`config.mk`:
```
export PLATFORM = sky130hd
export DESIGN_NAME = pmem_line_adapter
export DESIGN_NICKNAME = d
export VERILOG_FILES = /design/src/rtl/pmem_line_adapter.sv
export SDC_FILE = /design/constraint.sdc
export NUM_CORES = 1
export LEC_CHECK = 0
export BUFFER_PORTS_ARGS = -buffer_cell sky130_fd_sc_hd__buf_2
export CORE_AREA = 5 5 275 277
export DETAILED_ROUTE_END_ITERATION = 8
export DIE_AREA = 0 0 280 282
export PLACE_DENSITY = 0.56
export SYNTH_ARGS = -nofsm -noshare
export SYNTH_HDL_FRONTEND = slang
export SYNTH_SLANG_ARGS = --single-unit
```
`constraint.sdc`:
```
create_clock -name clk -period 3.6 [get_ports clk]
set_clock_uncertainty 0.1 [all_clocks]
set_input_delay 0.72 -clock clk [delete_from_list [all_inputs] [get_ports clk]]
set_output_delay 0.72 -clock clk [all_outputs]
set_load 0.01 [all_outputs]
```
`src/rtl/pmem_line_adapter.sv`:
```
// Bridges a 256-bit cacheline read/write port onto a 64-bit, 4-beat burst
// memory interface; memory may accept or deliver a beat on any cycle.
module pmem_line_adapter #(
  parameter int BEATS = 4
) (
  input  logic         clk,
  input  logic         rst,
  input  logic [31:0]  pmem_address,
  input  logic         pmem_read,
  input  logic         pmem_write,
  input  logic [255:0] pmem_wdata,
  output logic [255:0] pmem_rdata,
  output logic         pmem_resp,
  output logic [31:0]  burst_address,
  output logic         burst_read,
  output logic         burst_write,
  input  logic [63:0]  burst_rdata,
  output logic [63:0]  burst_wdata,
  input  logic         burst_resp
);

  typedef enum logic [1:0] {IDLE, READ, WRITE, DONE} state_t;

  localparam logic [1:0] LAST_BEAT = 2'(BEATS - 1);

  state_t       state;
  logic [1:0]   cnt;
  logic [31:0]  addr_q;
  logic [255:0] wline_q;
  logic [255:0] rline_q;

  // NOTE: the line registers are reset because the cache-facing outputs must
  // read as zero while rst is low; all state uses non-blocking assignments.
  always_ff @(posedge clk or negedge rst) begin
    if (!rst) begin
      state   <= IDLE;
      cnt     <= 2'd0;
      addr_q  <= 32'd0;
      wline_q <= '0;
      rline_q <= '0;
    end else begin
      case (state)
        IDLE: begin
          // Writeback wins over fill when the cache raises both.
          if (pmem_write) begin
            addr_q  <= pmem_address & ~32'h1f;
            wline_q <= pmem_wdata;
            cnt     <= 2'd0;
            state   <= WRITE;
          end else if (pmem_read) begin
            addr_q <= pmem_address & ~32'h1f;
            cnt    <= 2'd0;
            state  <= READ;
          end
        end
        READ: begin
          if (burst_resp) begin
            rline_q[{cnt, 6'd0} +: 64] <= burst_rdata;
            cnt <= cnt + 2'd1;
            if (cnt == LAST_BEAT) state <= DONE;
          end
        end
        WRITE: begin
          if (burst_resp) begin
            cnt <= cnt + 2'd1;
            if (cnt == LAST_BEAT) state <= DONE;
          end
        end
        DONE:    state <= IDLE;
        default: state <= IDLE;
      endcase
    end
  end

  // Outputs decode registered state only, so they are glitch-free and clean
  // to zero asynchronously with the registers above.
  assign pmem_resp     = (state == DONE);
  assign burst_read    = (state == READ);
  assign burst_write   = (state == WRITE);
  assign burst_address = addr_q;
  assign burst_wdata   = wline_q[{cnt, 6'd0} +: 64];
  assign pmem_rdata    = rline_q;

endmodule

```
==> results of run 1 <==
-- layout make-up --
class                   instances  area (µm²)  area share [%]
inverters                       6       22.52         0.07974
well taps                     959        1200           4.248
repair buffers                744        4044           14.32
flip-flops and latches        543       13600           48.13
clock buffers                  86        1720           6.091
clock inverters                23       301.5           1.068
diodes                         15       37.54          0.1329
multi-input cells             650        7323           25.93
-- cell usage after synthesis (2+ instances only) --
| cell | count |
|---|---|
| dfrtp_1 | 543 |
| a32o_1 | 4 |
| nor4_4 | 3 |
| nand2b_1 | 2 |
| a22o_1 | 252 |
| nand2_1 | 8 |
| buf_2 | 46 |
| mux4_2 | 64 |
| mux2i_1 | 2 |
| inv_1 | 6 |
| mux2_2 | 285 |
| clkbuf_1 | 37 |
| buf_6 | 12 |
| nor2_1 | 2 |
| buf_4 | 7 |
| ha_1 | 12 |
| nand3_1 | 4 |
-- flip-flops by register name, indices dropped and copies added (netlist names) --
| register | flops |
|---|---|
| pmem_rdata | 256 |
| wline_q | 256 |
| burst_address | 27 |
| cnt | 2 |
| state | 2 |
-- worst min path at each step --
stage                                     start                            end  slack (ns)  depth (start not counted)
floorplan                                   rst  burst_address[10]$_DFFE_PN0P_        0.32                          0
global placement    pmem_rdata[121]$_DFFE_PN0P_    pmem_rdata[121]$_DFFE_PN0P_        0.37                          1
detailed placement  pmem_rdata[144]$_DFFE_PN0P_    pmem_rdata[144]$_DFFE_PN0P_        0.39                          1
CTS                            pmem_address[25]  burst_address[25]$_DFFE_PN0P_        0.19                          2
global route                     pmem_wdata[64]        wline_q[64]$_DFFE_PN0P_        0.21                          2
finish                           pmem_wdata[51]        wline_q[51]$_DFFE_PN0P_        0.25                          2
-- power by group --
part | internal, mW | total (mW) | switching (mW)
clock network | 3.80 | 6.22 | 2.42
logic | 4.13 | 7.66 | 3.53
registers | 8.17 | 9.27 | 1.10
-- per-layer routing --
layer / global-route usage (%) / part of all wire (%)
met1: 19.23 / 37
met4: 4.908 / 3.1
met3: 6.980 / 11
met2: 27.35 / 49
met5: 0 / 0.34
-- cell families (layout without fill, tap and decap cells) --
kind of cell / count (synthesis) / count (layout) / synth area share, %
DFF: 543 / 543 / 63.42
buffers and inverters: 108 / 859 / 2.704
and+or+nand+nor: 22 / 22 / 0.7358
AOI/OAI and AO/OA: 260 / 260 / 10.63
other: 1 / 20 / 0.01750
adders and majority gates: 12 / 12 / 0.7007
muxes: 351 / 351 / 21.80
-- critical path: cells and delay by family (launching register included) --
kind,cells,cell delay [ns]
multiplexers,1,0.55
buffers and inverters,2,0.54
flip-flops,1,0.67
==> metrics.yaml, run 1 <==
synthArstFlopShare_pct: 100.0
worst-r2r-cell-count: 5
clk_pin_slew_ns: 0.06
netlist_area_um2: 21430
critical_path_class: "register to output port"
dpl.cell_count: 2901
fmax_mhz: 307.6
post-place-ws_ns: 0.8827
layout_min_cycle_time_ns: 3.251
ios: 712
syn_area_per_cell_um2: 16.52
timing.rr.start: "cnt[0]$_DFFE_PN0P_"
drt_pre_antenna_iters: 5
syn_inst: 1297
rsz0062_at_grt: "no"
irDropWorstVdd_v: 0.0005309
worst_setup_path_start_kind: "register"
layout_commonest_cell: "buf_2"
cts_tree: "yes"
wl_um: 67630
clockBufferDepth: 3
vias: 14660
layout_common_cells: "700 x buf_2, 541 x dfrtp_1, 285 x mux2_2"
tightest_slew_ns: 0.7070
die_w_um: 280
fillerInstances: 6949
p_total_mw: 23.15
wire_per_inst_um: 22.35
utilization_pct: 38.91
crit_arrival_ns: 2.43
whs_ns: 0.2518
grt_max_degree: 89
place_congestion: 0.8810
drc: 0
rr_endpoint: "pmem_rdata[60]$_DFFE_PN0P_"
setup_tns_ns: 0
avgViaCountPerCell: 4.845
clock_latency_ns: 0.59
numCtsBuffers: 58
root_buffer: "clkbuf_16"
slowest_delay_ns: 0.67
die_h_um: 282
yosysWarningCount: 0
grt_pass1_vias: 15860
max_cap_viol_count: 0
startpoint: "cnt[0]$_DFFE_PN0P_"
ys_types: 25
slew_headroom_pct: 52.86
synth_top_area_share_pct: 63.42
htree_levels: 2
grt_antenna_before_repair: 36
final.period_utilization_pct: 90.32
grt_pass1_wl_um: 100700
grt.overflow.total: 0
place_area_um2: 26180
start_util_pct: 29.52
cp.required_ns: 2.78
nets: 2372
power.density_nw_per_um2: 819.8
rows: 99
crit_chain: "buf_12 -> mux4_2 -> buf_2"
syn_to_final_growth_pct: 31.82
die_area_um2: 78960
status: "finished clean"
p_leak_nw: 14.01
finalInstanceArea_um2: 28240
hold_class: "primary input to register"
fin_cells: 3026
layout_setup_ws_ns: 0.3487
path_max_fanout: 31
grt_usage_pct: 16.33
drv_slew: 0
cts.hold.buffers_added: 1
synth-edff-count: 0
ys.flop_type: "dfrtp_1"
crit_slowest_cell: "dfrtp_4"
seq_area_frac_synth_pct: 63.42
ys_top_cells_by_area: "dfrtp_1 63%, mux2_2 15%, a22o_1 10%"
final_hold_viol_count: 0
setup_viol: 0
post_cts_buffers: 0
ctsResizeCount: 0
end_kind: "output port"
critPathCapture: "burst_wdata[12]"
synth_top_area_cell: "dfrtp_1"
drive_above_1_share_pct: 58.43
numPortBuffers: 701
ys_ff_latch: 543
cts_sinks: 543
placeableCoreArea_um2: 72590
final_antenna_net_count: 0
dp_hpwl_um: 49500
r2r_slack_ns: 0.91
first_iter_violations: 693
Power figures use the tool's default switching activity.
==> run 2, diff against run 1 <==
Settings changed: ABC_AREA set to 1, CORE_AREA 5 5 275 277 to 5 5 274 276, DIE_AREA 0 0 280 282 to 0 0 279 281, PLACE_DENSITY 0.56 to 0.61.
==> metrics.yaml, run 2 <==
slew_headroom_pct: 41.91  # -11 points
clk_pin_slew_ns: 0.06  # about the same
crit_chain: "inv_6 -> buf_12 -> nor2_1 -> nor2_1 -> o21ai_0 -> nand2_1 -> buf_2"
syn_inst: 3015  # +130%
cts_tree: "yes"
root_buffer: "clkbuf_16"
whs_ns: 0.02930  # -0.2225 ns
start_util_pct: 33.21  # +3.7 points
ios: 712  # unchanged
timing.rr.start: "cnt[0]$_DFFE_PN0P_"
clockBufferDepth: 3  # unchanged
tightest_slew_ns: 0.8622  # +0.1551 ns
avgViaCountPerCell: 4.822  # -0.47%
yosys-top-cells-count: "1076 x nand2_1, 543 x dfrtp_1, 325 x nand3_1"
fillerInstances: 7446  # +7.2%
numPortBuffers: 701  # unchanged
drc: 0  # unchanged
grt_antenna_before_repair: 41  # +14%
cpLargestDelayFamily: "buffers and inverters"
ys_ff_latch: 543  # unchanged
drive_above_1_share_pct: 23.99  # -34 points
grt_usage_pct: 24.53  # +8.2 points
syn_area_per_cell_um2: 7.967  # -52%
yosysMostFrequentCell: "nand2_1"
grt.overflow.total: 0  # unchanged
numCtsBuffers: 60  # +3.4%
worst_setup_path_start_kind: "register"
wl_um: 99390  # +47%
grt_pass1_wl_um: 146100  # +45%
vias: 22520  # +54%
netlist_area_um2: 24020  # +12%
irDropWorstVdd_v: 0.0004700  # -11%
synth-edff-count: 0  # unchanged
multiInputGateArea_um2: 8677  # +18%
cts.hold.buffers_added: 0  # -1
die_w_um: 279  # -0.36%
ys.flop_type: "dfrtp_1"
first_iter_violations: 1723  # +150%
synthArstFlopShare_pct: 100.0  # unchanged
max_cap_viol_count: 0  # unchanged
rows: 99  # unchanged
synth_top_area_cell: "dfrtp_1"
final.period_utilization_pct: 95.95  # +5.6 points
status: "finished clean"
end_kind: "output port"
layout_common_cells: "1073 x nand2_1, 699 x buf_2, 541 x dfrtp_1"
placeableCoreArea_um2: 72340  # -0.34%
cts_sinks: 543  # unchanged
drt_pre_antenna_iters: 8  # +3
clock_latency_ns: 0.63  # +0.04 ns
rsz0062_at_grt: "no"
cp.required_ns: 2.78  # about the same
place_congestion: 0.9053  # +2.8%
final_hold_viol_count: 0  # unchanged
grt_pass1_vias: 22430  # +41%
setup_tns_ns: 0  # unchanged
power.density_nw_per_um2: 836.7  # +2.1%
rr_endpoint: "pmem_rdata[128]$_DFFE_PN0P_"
drv_slew: 0  # unchanged
p_leak_nw: 18.05  # +29%
yosysWarningCount: 0  # unchanged
ys_types: 21  # -16%
die_h_um: 281  # -0.35%
crit_slowest_cell: "dfrtp_4"
synth_top_area_share_pct: 56.57  # -6.9 points
wire_per_inst_um: 21.28  # -4.8%
ys_top_cells_by_area: "dfrtp_1 57%, nand2_1 17%, nand3_1 6.8%"
layout_commonest_cell: "nand2_1"
p_total_mw: 25.70  # +11%
final_antenna_net_count: 0  # unchanged
setup_viol: 0  # unchanged
fmax_mhz: 289.5  # -5.9%
syn_to_final_growth_pct: 27.85
nets: 4009  # +69%
hold_class: "primary input to async pin"
worst-r2r-cell-count: 7  # +2
htree_levels: 2  # unchanged
cp.buffers_inverters: 3  # +1
layout_min_cycle_time_ns: 3.454  # +0.2029 ns
r2r_slack_ns: 0.88  # -0.03 ns
slowest_delay_ns: 0.51  # -0.16 ns
critical_path_class: "register to output port"
grt_max_degree: 133  # +49%
path_max_fanout: 84  # +170%
crit_arrival_ns: 2.63  # +0.20 ns
seqCellArea_um2: 13590  # about the same
dp_hpwl_um: 71870  # +45%
die_area_um2: 78400  # -0.71%
seq_area_frac_synth_pct: 56.57  # -6.9 points
crit_top_cell: "nor2_1"
-- run 2: cell count changes after synthesis, moves of 48 or more --
| cell | previous run | this run |
|---|---|---|
| clkbuf_1 | 37 | 85 |
| a22o_1 | 252 | 0 |
| nand3_1 | 4 | 325 |
| o21ai_0 | 1 | 175 |
| mux2_2 | 285 | 0 |
| nor2_1 | 2 | 260 |
| inv_1 | 6 | 231 |
| a21oi_1 | 0 | 128 |
| nand2_1 | 8 | 1076 |
| mux4_2 | 64 | 0 |
-- run 2: kinds of logic (layout without fill, tap and decap cells) --
family	Yosys count	count (layout)	share of synthesized area (%)
buffers and inverters	443	1113	7.646
flip-flops	543	543	56.57
AND/OR/NAND/NOR	1667	1667	27.86
other	1	28	0.01561
adder cells (fa/ha/maj)	12	12	0.6250
AO/OA/AOI/OAI	349	349	7.287
-- run 2: cell type report --
type / instances / share of cell area (%)
timing repair buffer: 767 / 13.80
tap: 959 / 3.907
clock buffer: 90 / 5.810
inverter: 235 / 2.889
antenna: 23 / 0.1874
multi-input combinational: 2033 / 28.25
sequential: 543 / 44.26
clock inverter: 21 / 0.8963
-- run 2: worst max path at each step --
stage	from	end	slack, ns	depth (start not counted)
after CTS	cnt[0]$_DFFE_PN0P_	burst_wdata[23]	0.06	7
after detailed placement	cnt[0]$_DFFE_PN0P_	burst_wdata[40]	0.78	7
final	cnt[0]$_DFFE_PN0P_	burst_wdata[28]	0.15	7
after floorplan	cnt[0]$_DFFE_PN0P_	pmem_rdata[195]$_DFFE_PN0P_	1.45	11
after global placement	cnt[0]$_DFFE_PN0P_	burst_wdata[40]	0.78	7
after global routing	cnt[0]$_DFFE_PN0P_	burst_wdata[5]	0.003	7
-- run 2: routing by layer --
metal / part of all wire [%] / routed length, µm / vias up / track usage (%)
met1: 38 / 37700 / 10760 / 29.50
met4: 4.5 / 4487 / 22 / 9.978
met3: 9.1 / 9016 / 190 / 7.327
met5: 0.15 / 149 / - / 0
met2: 48 / 48030 / 853 / 41.44
li1: - / - / 10700 / -
-- run 2: per-stage QoR --
step	cells	cell area, µm²	setup WS, ns	utilization [%]
6_report	4671	30710	0.1457	42.45
5_1_grt	4657	30680	0.002510	42.41
4_1_cts	4648	30650	0.06439	42.37
3_5_place_dp	4537	28590	0.7783	39.52
3_3_place_gp	4537	28590	0.7815	39.52
2_1_floorplan	3019	24040	1.454	-
-- run 2: report_power, final --
| group | internal [mW] | switching, mW | total [mW] |
|---|---|---|---|
| clock network | 3.78 | 2.67 | 6.45 |
| logic | 3.13 | 6.91 | 10.0 |
| registers | 8.14 | 1.06 | 9.20 |
| total | 15.1 | 10.6 | 25.7 |
-- run 2: timing repair --
item,4_1_cts,5_1_grt
setup endpoints to repair,0,1
gates resized for setup,0,1
buffers inserted,0,0
==> run 3, diff against run 2 <==
Settings changed: CELL_PAD_IN_SITES_DETAIL_PLACEMENT set to 2, CELL_PAD_IN_SITES_GLOBAL_PLACEMENT set to 2, CORE_AREA 5 5 274 276 to not set, CORE_MARGIN set to 5, CORE_UTILIZATION set to 29, DIE_AREA 0 0 279 281 to not set, GPL_ROUTABILITY_DRIVEN set to 0, PLACE_DENSITY 0.61 to 0.85.
==> metrics.yaml, run 3 (synthesis gave the netlist of run 2 again) <==
status: "finished clean"
power.density_nw_per_um2: 870.1  # +4.0%
fillerInstances: 9395  # +26%
ios: 712  # unchanged
nets: 4029  # +0.50%
die_w_um: 297.8  # +6.7%
grt_pass1_wl_um: 174200  # +19%
whs_ns: 0.01195  # -0.01735 ns
dp_hpwl_um: 84400  # +17%
slowest_delay_ns: 0.57  # +0.06 ns
rows: 105  # +6.1%
crit_arrival_ns: 2.64  # about the same
grt.overflow.total: 0  # unchanged
drt_pre_antenna_iters: 5  # -3
cts_sinks: 543  # unchanged
seqPwrFrac_pct: 34.2  # -1.6 points
drc: 0  # unchanged
first_iter_violations: 1151  # -33%
switching_power_mw: 11.55  # +8.6%
clk_pin_slew_ns: 0.06  # about the same
cts.hold.buffers_added: 0  # unchanged
vias: 23920  # +6.2%
htree_levels: 3  # +1
utilization_pct: 38.20  # -4.3 points
wire_per_inst_um: 24.77  # +16%
hold_class: "primary input to async pin"
clock_latency_ns: 0.59  # -0.04 ns
syn_to_final_growth_pct: 30.56
root_buffer: "clkbuf_16"
grt_max_degree: 150  # +13%
wl_um: 119200  # +20%
drive_above_1_share_pct: 24.43  # +0.44 points
tightest_slew_ns: 1.017  # +0.1552 ns
power.internal_mw: 15.73  # +4.5%
cp.required_ns: 2.78  # about the same
p_sw_share_pct: 42.34  # +0.94 points
cp.buffers_inverters: 3  # unchanged
critical_path_class: "register to output port"
p_leak_nw: 18.29  # +1.3%
crit_chain: "inv_2 -> buf_12 -> a21oi_1 -> o21ai_0 -> nand2_1 -> buf_2"
end_kind: "output port"
die_h_um: 297.8  # +6.0%
max_cap_viol_count: 0  # unchanged
numPortBuffers: 701  # unchanged
cpLargestDelayFamily: "buffers and inverters"
final.period_utilization_pct: 96.14  # +0.19 points
layout_min_cycle_time_ns: 3.461  # +0.006819 ns
grt_antenna_before_repair: 59  # +44%
placeableCoreArea_um2: 82110  # +14%
crit_slowest_cell: "dfrtp_4"
p_clk_share_pct: 26.7  # +1.6 points
final_antenna_net_count: 0  # unchanged
grt_pass1_vias: 26350  # +17%
die_area_um2: 88690  # +13%
clockBufferDepth: 3  # unchanged
irDropWorstVdd_v: 0.0004748  # +1.0%
cts_tree: "yes"
slew_headroom_pct: 32.17  # -9.7 points
drv_slew: 0  # unchanged
p_comb_share_pct: 39.1  # about the same
avgViaCountPerCell: 4.969  # +3.0%
layout_common_cells: "1073 x nand2_1, 699 x buf_2, 541 x dfrtp_1"
numCtsBuffers: 68  # +13%
setup_viol: 0  # unchanged
start_util_pct: 29.26  # -4.0 points
worst_setup_path_start_kind: "register"
grt_usage_pct: 25.73  # +1.2 points
p_total_mw: 27.29  # +6.2%
path_max_fanout: 37  # -56%
layout_commonest_cell: "nand2_1"
rsz0062_at_grt: "yes"
final_hold_viol_count: 0  # unchanged
fmax_mhz: 288.9  # -0.20%
==> run 3: changes by cell type in the layout (fill, tap and decap cells not counted), moves of 2 or more <==
cell and change:
clkbuf_16 +9, diode_2 +7, buf_12 +6, buf_4 +5
clkbuf_1 +3, clkinv_2 -3, inv_6 -3, clkbuf_8 +2
clkinv_8 +2, o21ai_2 +2
==> run 3: path summary, 6_finish.rpt <==
path / startpoint / to / slack [ns] / cells after the start
hold / removal: rst / pmem_rdata[109]$_DFFE_PN0P_ / 0.01 / 1
setup reg to reg: cnt[0]$_DFFE_PN0P_ / pmem_rdata[40]$_DFFE_PN0P_ / 0.63 / 9
setup / recovery: cnt[1]$_DFFE_PN0P_ / burst_wdata[48] / 0.14 / 6
min in group clk: pmem_wdata[208] / wline_q[208]$_DFFE_PN0P_ / 0.24 / 3
hold reg to reg: wline_q[47]$_DFFE_PN0P_ / wline_q[47]$_DFFE_PN0P_ / 0.37 / 2
max in group asynchronous: rst / wline_q[148]$_DFFE_PN0P_ / 2.39 / 3
==> run 3: worst register-to-register path, cell delays in order, from the launching register on <==
cell and delay [ns]:
dfrtp_4 0.63, inv_16 0.15, buf_12 0.22, ha_1 0.26, inv_1 0.14, nor2_4 0.06, inv_2 0.60, buf_4 0.50
nand2_1 0.17, nand2_1 0.11
==> run 3: routing by layer <==
metal	GRT usage, %	up-vias	share of wire (%)
li1	-	10740	-
met1	28.29	12140	37
met2	46.90	766	51
met3	7.827	225	7.8
met4	9.378	40	3.8
met5	0	-	0.24
==> run 3: cell type report <==
cell class	instances	area [µm²]	area share (%)
sequential	543	13600	43.35
tap	1070	1339	4.269
clock inverter	20	335.3	1.069
clock buffer	103	2034	6.487
multi-input combinational	2033	8673	27.65
antenna	30	75.07	0.2394
timing repair buffer	779	4412	14.07
inverter	235	898.4	2.864
==> run 3: timing repair <==
| item | 4_1_cts | 5_1_grt |
|---|---|---|
| gates resized for setup | 3 | 2 |
| gates cloned | 0 | 0 |
| buffers inserted | 0 | 1 |
| endpoints found under the hold margin | 0 | 0 |
| endpoints found under the setup margin | 10 | 8 |
==> run 3: power groups by stage <==
stage	combinational, mW	sequential [mW]	clock [mW]
after global routing	11.8	9.54	7.71
final	10.7	9.33	7.29
after CTS	10.9	9.33	7.46
after floorplan	5.36	9.34	0
after detailed placement	10.7	9.38	0
after global placement	10.4	9.24	0
==> run 3: per-stage QoR <==
stage	worst slack (ns)	TNS, ns	cell area [µm²]	cells
2_1_floorplan	1.454	0	24040	3019
3_3_place_gp	0.5312	0	28880	4659
3_5_place_dp	0.4706	0	28880	4659
4_1_cts	0.002167	0	31270	4782
5_1_grt	-0.008540	-0.008540	31320	4795
6_report	0.1389	0	31360	4813
